[src/rtl/lsu_pkg.sv]
// Shared types and constants for the load/store unit.
package lsu_pkg;

  localparam int LSU_WORD_BYTES = 4;
  localparam int LSU_OFF_W      = $clog2(LSU_WORD_BYTES);

  typedef enum logic [1:0] {
    BYTE = 2'b00,
    HALF = 2'b01,
    WORD = 2'b10,
    RSVD = 2'b11
  } lsu_size_e;

  typedef enum logic [1:0] {
    IDLE  = 2'b00,
    READ  = 2'b01,
    WRITE = 2'b10,
    RESP  = 2'b11
  } lsu_state_e;

  // A reserved size is treated as a fault whenever alignment checking is enabled.
  function automatic logic lsu_misaligned(input lsu_size_e size, input logic [LSU_OFF_W-1:0] off);
    logic bad;
    case (size)
      BYTE:    bad = 1'b0;
      HALF:    bad = off[0];
      WORD:    bad = (off != '0);
      default: bad = 1'b1;
    endcase
    return bad;
  endfunction

endpackage

[src/rtl/lsu_lane_align.sv]
// Little-endian lane extraction/extension for loads and lane merge for sub-word stores.
module lsu_lane_align
  import lsu_pkg::*;
(
  input  logic [31:0]          rd_word,
  input  logic [31:0]          wdata,
  input  lsu_size_e            size,
  input  logic [LSU_OFF_W-1:0] offset,
  input  logic                 is_signed,
  output logic [31:0]          load_data,
  output logic [31:0]          store_word
);

  logic [7:0]  lane_b;
  logic [15:0] lane_h;

  always_comb begin
    lane_b     = rd_word[{offset, 3'b000} +: 8];
    lane_h     = rd_word[{offset[1], 4'b0000} +: 16];
    load_data  = rd_word;
    store_word = wdata;
    case (size)
      BYTE: begin
        load_data  = {{24{is_signed & lane_b[7]}}, lane_b};
        store_word = rd_word;
        store_word[{offset, 3'b000} +: 8] = wdata[7:0];
      end
      HALF: begin
        load_data  = {{16{is_signed & lane_h[15]}}, lane_h};
        store_word = rd_word;
        store_word[{offset[1], 4'b0000} +: 16] = wdata[15:0];
      end
      default: begin
        load_data  = rd_word;
        store_word = wdata;
      end
    endcase
  end

endmodule

[src/rtl/lsu_master.sv]
// Load/store unit driving a word-only memory; sub-word stores are read-modify-write.
// Optional alignment fault detection is enabled with `define LSU_ALIGN_CHECK_EN.
module lsu_master
  import lsu_pkg::*;
#(
  parameter int ADDR_W = 32
) (
  input  logic              clk,
  input  logic              rst_n,
  input  logic              req_valid,
  output logic              req_ready,
  input  logic              req_write,
  input  logic [1:0]        req_size,
  input  logic              req_signed,
  input  logic [ADDR_W-1:0] req_addr,
  input  logic [31:0]       req_wdata,
  output logic              rsp_valid,
  output logic [31:0]       rsp_rdata,
  output logic              rsp_error,
  output logic              mem_write_enable,
  output logic [ADDR_W-1:0] mem_adress,
  output logic [31:0]       mem_write_data,
  input  logic [31:0]       mem_read_data
);

  lsu_state_e        state_q, state_d;
  logic              write_q, write_d;
  lsu_size_e         size_q, size_d;
  logic              signed_q, signed_d;
  logic [ADDR_W-1:0] addr_q, addr_d;
  logic [31:0]       wdata_q, wdata_d;
  logic [31:0]       rd_buf_q, rd_buf_d;
  logic              req_ready_q, req_ready_d;
  logic              rsp_valid_q, rsp_valid_d;
  logic [31:0]       rsp_rdata_q, rsp_rdata_d;
  logic              rsp_error_q, rsp_error_d;

  lsu_size_e   req_size_eff;
  logic        req_fault;
  logic [31:0] align_word;
  logic [31:0] load_data;
  logic [31:0] store_word;

  always_comb begin
    req_size_eff = lsu_size_e'(req_size);
`ifndef LSU_ALIGN_CHECK_EN
    if (req_size_eff == RSVD) req_size_eff = WORD;
`endif
  end

`ifdef LSU_ALIGN_CHECK_EN
  assign req_fault = lsu_misaligned(lsu_size_e'(req_size), req_addr[LSU_OFF_W-1:0]);
`else
  assign req_fault = 1'b0;
`endif

  // Loads extract straight from the live read data so the result is ready at the end of READ.
  assign align_word = (state_q == READ) ? mem_read_data : rd_buf_q;

  lsu_lane_align u_align (
    .rd_word    (align_word),
    .wdata      (wdata_q),
    .size       (size_q),
    .offset     (addr_q[LSU_OFF_W-1:0]),
    .is_signed  (signed_q),
    .load_data  (load_data),
    .store_word (store_word)
  );

  always_comb begin
    state_d     = state_q;
    write_d     = write_q;
    size_d      = size_q;
    signed_d    = signed_q;
    addr_d      = addr_q;
    wdata_d     = wdata_q;
    rd_buf_d    = rd_buf_q;
    rsp_rdata_d = rsp_rdata_q;
    rsp_error_d = rsp_error_q;
    case (state_q)
      IDLE: begin
        if (req_valid) begin
          write_d     = req_write;
          size_d      = req_size_eff;
          signed_d    = req_signed;
          addr_d      = req_addr;
          wdata_d     = req_wdata;
          rsp_rdata_d = '0;
          rsp_error_d = 1'b0;
          if (req_fault) begin
            rsp_error_d = 1'b1;
            state_d     = RESP;
          end else if (req_write && (req_size_eff == WORD)) begin
            state_d = WRITE;
          end else begin
            state_d = READ;
          end
        end
      end
      READ: begin
        rd_buf_d = mem_read_data;
        if (write_q) begin
          state_d = WRITE;
        end else begin
          rsp_rdata_d = load_data;
          state_d     = RESP;
        end
      end
      WRITE: state_d = RESP;
      RESP: begin
        rsp_rdata_d = '0;
        rsp_error_d = 1'b0;
        state_d     = IDLE;
      end
      default: state_d = IDLE;
    endcase
    req_ready_d = (state_d == IDLE);
    rsp_valid_d = (state_d == RESP);
  end

  always_ff @(posedge clk or negedge rst_n) begin
    if (!rst_n) begin
      state_q     <= IDLE;
      write_q     <= 1'b0;
      size_q      <= BYTE;
      signed_q    <= 1'b0;
      addr_q      <= '0;
      wdata_q     <= '0;
      rd_buf_q    <= '0;
      req_ready_q <= 1'b1;
      rsp_valid_q <= 1'b0;
      rsp_rdata_q <= '0;
      rsp_error_q <= 1'b0;
    end else begin
      state_q     <= state_d;
      write_q     <= write_d;
      size_q      <= size_d;
      signed_q    <= signed_d;
      addr_q      <= addr_d;
      wdata_q     <= wdata_d;
      rd_buf_q    <= rd_buf_d;
      req_ready_q <= req_ready_d;
      rsp_valid_q <= rsp_valid_d;
      rsp_rdata_q <= rsp_rdata_d;
      rsp_error_q <= rsp_error_d;
    end
  end

  // Decoded from the async-reset state so reset drops the write strobe immediately.
  always_comb begin
    mem_write_enable = 1'b0;
    mem_adress       = '0;
    mem_write_data   = '0;
    if (state_q == READ) begin
      mem_adress = {addr_q[ADDR_W-1:LSU_OFF_W], {LSU_OFF_W{1'b0}}};
    end else if (state_q == WRITE) begin
      mem_write_enable = 1'b1;
      mem_adress       = {addr_q[ADDR_W-1:LSU_OFF_W], {LSU_OFF_W{1'b0}}};
      mem_write_data   = store_word;
    end
  end

  assign req_ready = req_ready_q;
  assign rsp_valid = rsp_valid_q;
  assign rsp_rdata = rsp_rdata_q;
  assign rsp_error = rsp_error_q;

endmodule

[config.mk]
export PLATFORM = sky130hd
export DESIGN_NAME = lsu_master
export DESIGN_NICKNAME = d
export VERILOG_FILES = /design/src/rtl/lsu_pkg.sv /design/src/rtl/lsu_lane_align.sv /design/src/rtl/lsu_master.sv
export SDC_FILE = /design/constraint.sdc
export NUM_CORES = 1
export LEC_CHECK = 0
export ABC_AREA = 1
export ABC_CLOCK_PERIOD_IN_PS = 5750
export BUFFER_PORTS_ARGS = -buffer_cell sky130_fd_sc_hd__buf_4
export CORE_MARGIN = 1
export CORE_UTILIZATION = 58
export CTS_BUF_LIST = sky130_fd_sc_hd__clkbuf_4 sky130_fd_sc_hd__clkbuf_8 sky130_fd_sc_hd__clkbuf_16
export DETAILED_ROUTE_END_ITERATION = 10
export GPL_TIMING_DRIVEN = 0
export PLACE_DENSITY = 0.86
export SYNTH_ARGS = -nofsm -noshare
export SYNTH_HDL_FRONTEND = slang
export SYNTH_HIERARCHICAL = 1
export SYNTH_SLANG_ARGS = --single-unit
[constraint.sdc]
create_clock -name clk -period 5.75 [get_ports clk]
set_input_delay 0.575 -clock clk [delete_from_list [all_inputs] [get_ports clk]]
set_output_delay 0.575 -clock clk [all_outputs]
set_load 0.02 [all_outputs]
# [Yosys cells after proc, flatten, opt, wreduce, memory -nomap -nowiden]
# Cells that the tools add are included.
[op_classes] addsub=2 eq_ne=9 shifts=6 mux=21 bitwise=2 reduce_logical=9
[ops] cell="32-bit 2-to-1 mux" n=7
[ops] cell="32-bit case mux with 2 select lines" n=2
[ops] cell="32-bit case mux with 3 select lines" n=1
[ops] cell="32-bit bitwise mux" n=2
[ops] cell="16-bit by 7-bit variable shift with 32-bit output, first input constant" n=1
[ops] cell="8-bit by 7-bit variable shift with 32-bit output, first input constant" n=1
[ops] cell="16-bit by 7-bit indexed part select with 32-bit output" n=1
[ops] cell="32-bit by 6-bit indexed part select with 16-bit output" n=1
[ops] cell="32-bit by 6-bit indexed part select with 8-bit output" n=1
[ops] cell="8-bit by 7-bit indexed part select with 32-bit output" n=1
[ops] cell="5-bit negator with 7-bit output" n=2
[ops] cell="2-bit equality test, second input constant" n=5
[ops] cell="2-bit case mux with 4 select lines" n=1
[ops] cell="2-bit zero test" n=3
[ops] cell="2-bit 2-to-1 mux" n=3
[ops] cell="2-bit by 1-bit equality test with 1-bit output, second input constant" n=2
[ops] cell="1-bit 2-to-1 mux" n=4
[ops] cell="2-bit != test, second input constant" n=2
[ops] cell="2-bit AND reduction" n=2
[ops] cell="3-bit AND reduction" n=1
[ops] cell="3-bit nonzero test" n=1
[ops] cell="1-bit bitwise AND" n=2
[ops] cell="1-bit case mux with 2 select lines" n=1
[ops] cell="2-bit nonzero test" n=1
[ops] cell="1-bit logical AND" n=1
[word_totals] regBits=137 input_bits=103 elab_cells=60

# [Longest topological paths before layout]
# Gate-level depths: netlist of run 1.
[depth] ltp_word=8 ltp_mapped=17

# [By module]
# The synthesis of run 1 kept the hierarchy.
[by_module_without_submodules] module="lsu_master" n_inst=1 cells_each=661 area_per_inst_um2=6074.6
[by_module_without_submodules] module="lsu_lane_align" n_inst=1 cells_each=406 area_per_inst_um2=1851.8

# [Worst setup path after synthesis of run 1]
# No wires, ideal clock.
[synth_path] path_type="reg-to-output" from="reg addr_q[1]" to="out mem_write_data[11]" t_arrival_ps=2144 setup_slack_ps=3031 stages_incl_launch_ff=13 path_buffers=2 path_cell_list="dfrtp_1 > inv_2 > buf_6 > buf_2 > ha_1 > inv_1 > nor2_1 > nand2_1 > nor2_1 > nand3_1 > nand3_1 > nand2_1 > nor2_1"
[synth_via] elab_chain_len=6 elab_cells_between_ends=11 cone_classes="2 x add/sub; 4 x shift; 5 x mux"
[synth_rtl] element="start: declaration" line_no="lsu_master.sv:30" source="logic [ADDR_W-1:0] addr_q, addr_d;"
[synth_rtl] element="start signal: assignment" line_no="lsu_master.sv:139" source="addr_q <= addr_d;"
[synth_rtl] element="5-bit negator with 7-bit output (on tied branches)" line_no="lsu_lane_align.sv:31, lsu_lane_align.sv:26"
[synth_rtl] element="16-bit by 7-bit indexed part select with 32-bit output (tied with other cells)" line_no="lsu_lane_align.sv:31" source="store_word[{offset[1], 4'b0000} +: 16] = wdata[15:0];"
[synth_rtl] element="32-bit bitwise mux (on tied branches)" line_no="lsu_lane_align.sv:31, lsu_lane_align.sv:26"
[synth_rtl] element="32-bit case mux with 2 select lines *" line_no="lsu_lane_align.sv:22" source="case (size)"
[synth_rtl] element="net store_word[11]" line_no="lsu_master.sv:42" source="logic [31:0] store_word;"
[synth_rtl] element="32-bit 2-to-1 mux *" line_no="lsu_master.sv:156" source="end else if (state_q == WRITE) begin"
[synth_rtl] element="32-bit 2-to-1 mux *" line_no="lsu_master.sv:154" source="if (state_q == READ) begin"
[synth_rtl] element="end: declaration" line_no="lsu_master.sv:22" source="output logic [31:0] mem_write_data,"
# Mark *: on every way through the listed nets, which the timed path passes. The rest lies on a longest branch.

# [Worst setup path after layout of run 1]
# Ends and elaborated chain as after synthesis.

==> results by group, run 1 <==
Status
  • Status: finished, final reports clean

Hold path
  • Worst Hold Class: input pin to async pin

Worst setup path
  • WP data required: 5.18 ns
  • CP Capture Type: primary output
  • Crit path launch type: flip-flop
  • Worst-path fanout max: 12
  • CP Class: flip-flop to primary output
  • Worst R2R End: rsp_rdata[11]$_DFFE_PN0P_
  • Reg2reg start: state_q[1]$_DFF_PN0_
  • Reg2Reg Depth: 17
  • Worst Path Arrival: ~3.4 ns
  • Reg2Reg Setup Slack: 3.04 ns

Floorplanning
  • CORE AREA: 13,300 um2
  • Initial core utilization: 59.6%
  • Die Y: 119 um
  • Num rows: 42
  • Horiz. Die Dim: approximately 120 um
  • I/O Pins: 203
  • Die ar.: around 14,000 um2

Timing
  • Setup ws final: 1.79 ns
  • Highest achievable clock rate: 0.253 GHz
  • Final Slew Violations: 0
  • Final Hold Fails: 0
  • Setup Viol. Count Final: 0
  • Period Utilization, post-route: 68.8%
  • RSZ-0062 raised after global routing: false
  • Final clock skew: approximately 0.0083 ns
  • Final TNS setup: 0 ns
  • Worst Max-Slew Pin Slew: 0.759 ns
  • Clock period minus worst slack: 3.96 ns
  • Slew margin rel.: 49.2%
  • Hold Slack: about 0.038 ns

Route
  • Wirelength per Cell: 15.7 um
  • Initial DRC count: 698
  • Vias: approximately 8,000
  • Routed WL: 23,100 um
  • Initial DRT Pass Iterations: 6
  • Vias per cell: 5.32
  • Antenna Violating Nets Remaining: 0
  • DRC viols: 0

GRT
  • GRT Total Usage: 34.4%
  • Remaining Overflow, GRT: 0
  • First-pass GRT wire length: 37,400 um
  • Vias in the first global route: between 7,000 and 8,000
  • Largest net degree at the start of global routing: about 100
  • Antenna violations before repair: 0

Clock network
  • Clock-pin transition on the worst setup and hold timing paths: 0.06 ns
  • Clock tree root driver cell: clkbuf_16
  • Post-CTS setup buffers: 0
  • CTS buffer count: 17
  • CTS resizes: 0
  • Hold-fix buffers, CTS: 0
  • TritonCTS clock tree: built
  • H-Tree Depth: 4
  • Deepest clock path buffer count: 2
  • Skew-Pair Late Insertion Delay: 0.42 ns
  • CTS sink cnt: around 140

Final layout
  • Area grow syn2layout: 30.2%
  • Fin cells: 1,476
  • Fillcell total: ~1,000
  • Most frequent cells in the layout: nand2_1 (441), buf_4 (203), dfrtp_1 (135), nor2_1 (128), inv_1 (68)
  • Most common cell after layout, fill and taps aside: nand2_1
  • Nets: 1,401
  • Ant. Diodes: 0
  • Share of cells above drive strength 1: 25.2%

Place
  • Placed Instances: 1,445
  • PortBufs: 199
  • Dpl ws: ~2.4 ns
  • GPL Wtd Cong: 0.986
  • DP HPWL: 16,900 um

Pwr
  • LEAKAGE: 5.78 nW
  • PwrDens: 659 nW/um2
  • Maximum vdd drop: 0.000395 V
  • Tot Pwr: slightly below 7 mW

Yosys
  • Synthesized cell area: 7930 um2
  • Syn avg cell area: 7.43 um2
  • Main combinational cell family by area after synthesis: simple AND/OR/NAND/NOR gates
  • Seq cells post-synth: around 140
  • Synth Area in Adders: 1.58%
  • Post-Synth XOR/XNOR Area: 0%
  • Mux cell area share after synthesis: 6.39%
  • YS warnings: 6
  • Post-synthesis sequential area ratio: 43.0%
  • Gate Count Post-Synth: 1,067
  • Netlist cell types: 37
  • Post-Synth Simple-Gate Area: 35.3%
  • Synth Area in Compound Gates: 5.52%

Job
  • Max cap viols: 0
## through the flow
stage | utilization [%] | cell area [um2]
after global placement | 72.6 | 9650
after global routing | 77.6 | 10300
final | 77.6 | 10300
after detailed placement | 72.8 | 9680
after floorplan | - | 7930
after CTS | 77.6 | 10300
## registers in the layout, indices dropped and copies added (netlist names)
| signal | count |
|---|---|
| wdata_q | 32 |
| rsp_valid | 1 |
| write_q | 1 |
| req_ready | 1 |
| rsp_rdata | 32 |
| rd_buf_q | 32 |
| signed_q | 1 |
| addr_q | 32 |
| size_q | 2 |
| state_q | 2 |
## layer usage
metal | track usage (%) | part of all wire, % | up-vias
met1 | 44.9 | 41 | 3627
li1 | - | - | 3766
met3 | 6.27 | 7.1 | 72
met5 | 0 | 0 | -
met2 | 54.6 | 47 | 392
met4 | 18.4 | 4.1 | 0
## cells in the mapped netlist (all sizes together)
master	n	area, um2
nand2	449	1720
dfrtp	135	3380
nor2	131	518
inv	71	269
nand3	52	265
buf	46	318
a21oi	39	195
mux2	35	507
nand3b	32	240
o21ai	24	139
clkbuf	15	56.3
ha	10	125
o22ai	8	50.1
and2	5	31.3
o211ai	5	37.5
or2	5	31.3
a22o	1	8.76
a22oi	1	7.51
clkinv	1	3.75
conb	1	3.75
dfstp	1	26.3
## report_power, final
part	internal [mW]	switching, mW
clock	0.775	0.404
combinational	1.46	2.50
sequential	1.40	0.264
total	3.63	3.17
## worst max-delay path: stages, from the launching register on
cell and delay, ns:
dfrtp_1 0.55, inv_2 0.10, buf_6 0.16, buf_2 0.20, ha_1 0.34, inv_1 0.05, nor2_1 0.17, nand2_1 0.07
nor2_1 0.58, nand3_1 0.18, nand3_1 0.11, nand2_1 0.05, nor2_1 0.20, buf_4 0.18
## how the worst max path moves through the flow
stage	from	endpoint	slack, ns	cells after the start
floorplan	addr_q[1]$_DFFE_PN0P_	mem_write_data[11]	3.03	12
global placement	addr_q[1]$_DFFE_PN0P_	mem_write_data[11]	2.47	13
detailed placement	addr_q[1]$_DFFE_PN0P_	mem_write_data[11]	2.42	13
CTS	addr_q[1]$_DFFE_PN0P_	mem_write_data[11]	1.94	13
global route	addr_q[1]$_DFFE_PN0P_	mem_write_data[11]	1.62	13
finish	addr_q[1]$_DFFE_PN0P_	mem_write_data[11]	1.79	13
## area by class of cell
class                           count  area (um2)  share of cell area [%]
Buffer                             61         374                    3.63
Clock buffer                       19         440                    4.27
Clock inverter                     12         199                    1.93
Inverter                           72         273                    2.64
Multi-Input combinational cell    800        3880                    37.6
Sequential cell                   136        3400                    33.0
Tap cell                          176         220                    2.13
Timing Repair Buffer              200        1530                    14.8
## logic make-up after synthesis
group	Yosys count
flops	136
mux	35
fa+ha+maj	10
other cells	1
buf+inv	133
simple gates	674
compound gates	78
No activity file was read; power rests on OpenSTA's default activity.
==> run 2, diff against run 1 <==
--- a/config.mk
+++ b/config.mk
@@ -5,15 +5,15 @@
 export SDC_FILE = /design/constraint.sdc
 export NUM_CORES = 1
 export LEC_CHECK = 0
-export ABC_AREA = 1
-export ABC_CLOCK_PERIOD_IN_PS = 5750
+export ABC_AREA = 0
+export ABC_CLOCK_PERIOD_IN_PS = 3850
 export BUFFER_PORTS_ARGS = -buffer_cell sky130_fd_sc_hd__buf_4
 export CORE_MARGIN = 1
-export CORE_UTILIZATION = 58
+export CORE_UTILIZATION = 53
 export CTS_BUF_LIST = sky130_fd_sc_hd__clkbuf_4 sky130_fd_sc_hd__clkbuf_8 sky130_fd_sc_hd__clkbuf_16
 export DETAILED_ROUTE_END_ITERATION = 10
 export GPL_TIMING_DRIVEN = 0
-export PLACE_DENSITY = 0.86
+export PLACE_DENSITY = 0.8
 export SYNTH_ARGS = -nofsm -noshare
 export SYNTH_HDL_FRONTEND = slang
 export SYNTH_HIERARCHICAL = 1
==> constraint.sdc (replaced) <==
create_clock -name clk -period 3.85 [get_ports clk]
set_input_delay 0.385 -clock clk [delete_from_list [all_inputs] [get_ports clk]]
set_output_delay 0.385 -clock clk [all_outputs]
set_load 0.02 [all_outputs]
==> results by group, run 2 <==
Pwr
  • P_int: 5.50 mW (was 3.63 mW)
  • Comb pwr share: 57.8% (was 58.2%)
  • Maximum vdd drop: 0.000533 V (was 0.000395 V)
  • Clock power frac: 16.4% (was 17.4%)
  • Sw Share: 43.4% (was 46.6%)
  • PwrDens: 987 nW/um2 (was 659 nW/um2)
  • P_sw: 4.21 mW (was 3.17 mW)
  • Reg power frac: 25.8% (was 24.4%)
  • LEAKAGE: 4.75 nW (was 5.78 nW)

Route
  • Initial DRC count: 524 (was 698)
  • Vias: 6,404 (was 7,857)
  • Wirelength per Cell: 19.2 um (was 15.7 um)
  • Vias per cell: 5.63 (was 5.32)
  • Antenna Violating Nets Remaining: 0 (unchanged)
  • DR WL met3: 1910 um (was 1640 um)
  • Routed WL: 21,800 um (was 23,100 um)
  • WL met2: 10,300 um (was 11,000 um)
  • Uppermost layer routed: met4 (unchanged)
  • Initial DRT Pass Iterations: 5 (was 6)
  • WL met1: 8940 um (was 9590 um)
  • DRC viols: 0 (unchanged)

Timing
  • Setup Viol. Count Final: 0 (unchanged)
  • Final clock skew: 0.00800 ns (was 0.00826 ns)
  • Period Utilization, post-route: 95.6%
  • Worst Max-Slew Pin Slew: 0.723 ns (was 0.759 ns)
  • Highest achievable clock rate: 0.272 GHz
  • Final Hold Fails: 0 (unchanged)
  • RSZ-0062 raised after global routing: false (unchanged)
  • Final Slew Violations: 0 (unchanged)
  • Clock period minus worst slack: 3.68 ns
  • Slew margin rel.: 51.4% (was 49.2%)
  • Final TNS setup: 0 ns (unchanged)

GRT
  • First-pass GRT wire length: 33,800 um (was 37,400 um)
  • Antenna violations before repair: 0 (unchanged)
  • Vias in the first global route: 6,332 (was 7,466)
  • Largest net degree at the start of global routing: 85 (was 101)
  • Remaining Overflow, GRT: 0 (unchanged)
  • GRT Total Usage: 30.7% (was 34.4%)

Yosys
  • Syn avg cell area: 10.4 um2 (was 7.43 um2)
  • Count leader, synth: dfrtp_1 (was nand2_1)
  • Post-synth EDFFs: 0 (unchanged)
  • Netlist cell types: 48 (was 37)
  • Asr flop ratio synth: 100% (unchanged)
  • Synthesized cell area: 7500 um2 (was 7930 um2)
  • Post-synthesis sequential area ratio: 45.4% (was 43.0%)
  • Gate Count Post-Synth: 724 (was 1,067)
  • YS warnings: 6 (unchanged)
  • Synth area leaders: dfrtp_1 (45%), mux2_2 (14%), mux2i_1 (6.7%), nand2_1 (4.1%), a21oi_1 (3.5%) (was dfrtp_1 (43%), nand2_1 (21%), nor2_1 (6.1%), mux2_4 (5.7%), nand3_1 (3.2%))
  • Cell taking the most area after synthesis: dfrtp_1 (unchanged)
  • Seq cells post-synth: 136 (unchanged)
  • Synth top cells by count: dfrtp_1 (135), mux2_2 (91), nand2_1 (81), a21oi_1 (52), mux2i_1 (50) (was nand2_1 (441), dfrtp_1 (135), nor2_1 (128), inv_1 (68), nand3_1 (51))
  • Synth top area share: 45.1% (was 42.6%)
  • Synth Flop Type: dfrtp_1 (unchanged)

Worst setup path
  • Reg2Reg Setup Slack: 0.80 ns (was 3.04 ns)
  • Reg2Reg Depth: 12 (was 17)
  • Crit path depth: 11 (was 13)
  • Critical Path Max Stage Delay: 0.48 ns (was 0.58 ns)
  • CP Capture Type: primary output (unchanged)
  • WP data required: 3.46 ns (was 5.18 ns)
  • CP Class: flip-flop to primary output (unchanged)
  • Crit-path most repeated cell: clkbuf_1 (was nor2_1)
  • Worst Path Buf+Inv: 5 (unchanged)
  • CP Launch Point: addr_q[1]$_DFFE_PN0P_ (unchanged)
  • Chain of cells forming the critical path: buf_6 -> inv_1 -> clkbuf_1 -> ha_1 -> nor4_1 -> and4b_1 -> clkbuf_1 -> a22oi_1 -> o21ai_0 -> and2_1 -> buf_4 (was inv_2 -> buf_6 -> buf_2 -> ha_1 -> inv_1 -> nor2_1 -> nand2_1 -> nor2_1 -> nand3_1 -> nand3_1 -> nand2_1 -> nor2_1 -> buf_4)
  • Worst Path Arrival: 3.29 ns (was 3.38 ns)
  • Worst R2R End: rsp_rdata[19]$_DFFE_PN0P_ (was rsp_rdata[11]$_DFFE_PN0P_)
  • Slowest stage cell, crit path: nor4_1 (was nor2_1)
  • CP endpoint: mem_write_data[25] (was mem_write_data[11])
  • Reg2reg start: state_q[1]$_DFF_PN0_ (unchanged)
  • Worst-path fanout max: 12 (unchanged)
  • Top delay family on crit path: buffers and inverters (was simple AND/OR/NAND/NOR gates)
  • Crit path launch type: flip-flop (unchanged)

Floorplanning
  • Num rows: 43 (was 42)
  • Die Y: 121 um (was 119 um)
  • I/O Pins: 203 (unchanged)
  • CORE AREA: 13,800 um2 (was 13,300 um2)
  • Initial core utilization: 54.2% (was 59.6%)
  • Die ar.: 14,600 um2 (was 14,100 um2)
  • Horiz. Die Dim: 121 um (was 119 um)

Final layout
  • Most frequent cells in the layout: buf_4 (208), dfrtp_1 (135), mux2_2 (91), nand2_1 (81), a21oi_1 (52) (was nand2_1 (441), buf_4 (203), dfrtp_1 (135), nor2_1 (128), inv_1 (68))
  • Area grow syn2layout: 31.3% (was 30.2%)
  • Fillcell total: 1,072 (was 998)
  • Nets: 1,059 (was 1,401)
  • Ant. Diodes: 0 (unchanged)
  • Most common cell after layout, fill and taps aside: buf_4 (was nand2_1)
  • Finished Core Util: 71.2% (was 77.6%)
  • Share of cells above drive strength 1: 37.7% (was 25.2%)

Place
  • DP HPWL: 16,000 um (was 16,900 um)
  • GPL Wtd Cong: 0.965 (was 0.986)
  • PortBufs: 199 (unchanged)

Clock network
  • CTS buffer count: 17 (unchanged)
  • Deepest clock path buffer count: 2 (unchanged)
  • TritonCTS clock tree: built (unchanged)
  • CTS sink cnt: 136 (unchanged)
  • Skew-Pair Late Insertion Delay: 0.42 ns (about the same)
  • H-Tree Depth: 4 (unchanged)
  • Clock-pin transition on the worst setup and hold timing paths: 0.06 ns (about the same)
  • Clock tree root driver cell: clkbuf_16 (unchanged)

Hold path
  • Worst Hold Class: input pin to flip-flop (was input pin to async pin)

Job
  • Max cap viols: 0 (unchanged)

Status
  • Status: finished, final reports clean (unchanged)
[run 2: cell types whose count changed after synthesis, moves of 15 or more]
cell      delta
a22o_1      +15
and2_1      +32
inv_1       -27
mux2_2      +91
mux2_4      -30
mux2i_1     +50
nand2_1    -360
nand3_1     -48
nand3b_1    -32
nor2_1     -106
nor2b_1     +34
[run 2: per-layer routing]
metal  vias up  GRT usage (%)
met4         0           12.7
met1      3083           40.0
met3        55           7.14
met2       327           49.2
met5         -              0
li1       2939              -
[run 2: worst min-delay path by stage]
stage / startpoint / to / slack [ns] / depth (start not counted)
global placement: addr_q[27]$_DFFE_PN0P_ / addr_q[27]$_DFFE_PN0P_ / 0.47 / 1
floorplan: rst_n / addr_q[0]$_DFFE_PN0P_ / 0.09 / 0
detailed placement: rst_n / rsp_rdata[6]$_DFFE_PN0P_ / 0.37 / 1
finish: req_addr[30] / addr_q[30]$_DFFE_PN0P_ / 0.17 / 2
global route: req_addr[24] / addr_q[24]$_DFFE_PN0P_ / 0.17 / 2
CTS: req_addr[30] / addr_q[30]$_DFFE_PN0P_ / 0.16 / 2
[run 2: power by group through the flow]
| stage | logic (mW) | clock network [mW] | registers [mW] |
|---|---|---|---|
| finish | 5.61 | 1.59 | 2.51 |
| global route | 5.99 | 1.68 | 2.56 |
| CTS | 5.55 | 1.61 | 2.49 |
| detailed placement | 5.49 | 0 | 2.50 |
| global placement | 5.39 | 0 | 2.47 |
| floorplan | 3.79 | 0 | 2.39 |
[run 2: timing repair]
action / CTS / global route
endpoints found under the hold margin: 52 / 0
hold buffers: 1 / 0
resized for setup: 0 / 0
setup buffers: 0 / 0
[run 2: cell type report]
type,count,area (um2),share of cell area (%)
well taps,180,225,2.29
multi-input cells,496,3650,37.1
clock buffers,23,483,4.91
clock inverters,8,96.3,0.979
repair buffers,201,1540,15.6
plain buffers,53,295,3.00
flip-flops and latches,136,3400,34.6
inverters,41,154,1.56
[run 2: cells by family after synthesis]
group / share of synthesized area, %
mux: 21.5
compound gates: 11.6
fa+ha+maj: 1.67
other cells: 0.0500
buf+inv: 5.99
simple gates: 13.8
flops: 45.4
[run 2: through the flow]
stage,power [mW],hold WS [ns],setup WS (ns),cells,area (um2)
after floorplan,6.18,0.0894,1.24,726,7500
after global placement,7.87,0.465,0.819,1105,9220
after detailed placement,7.99,0.368,0.758,1106,9260
after CTS,9.65,0.162,0.269,1138,9840
after global routing,10.2,0.170,0.0326,1138,9840
final,9.71,0.171,0.171,1138,9840
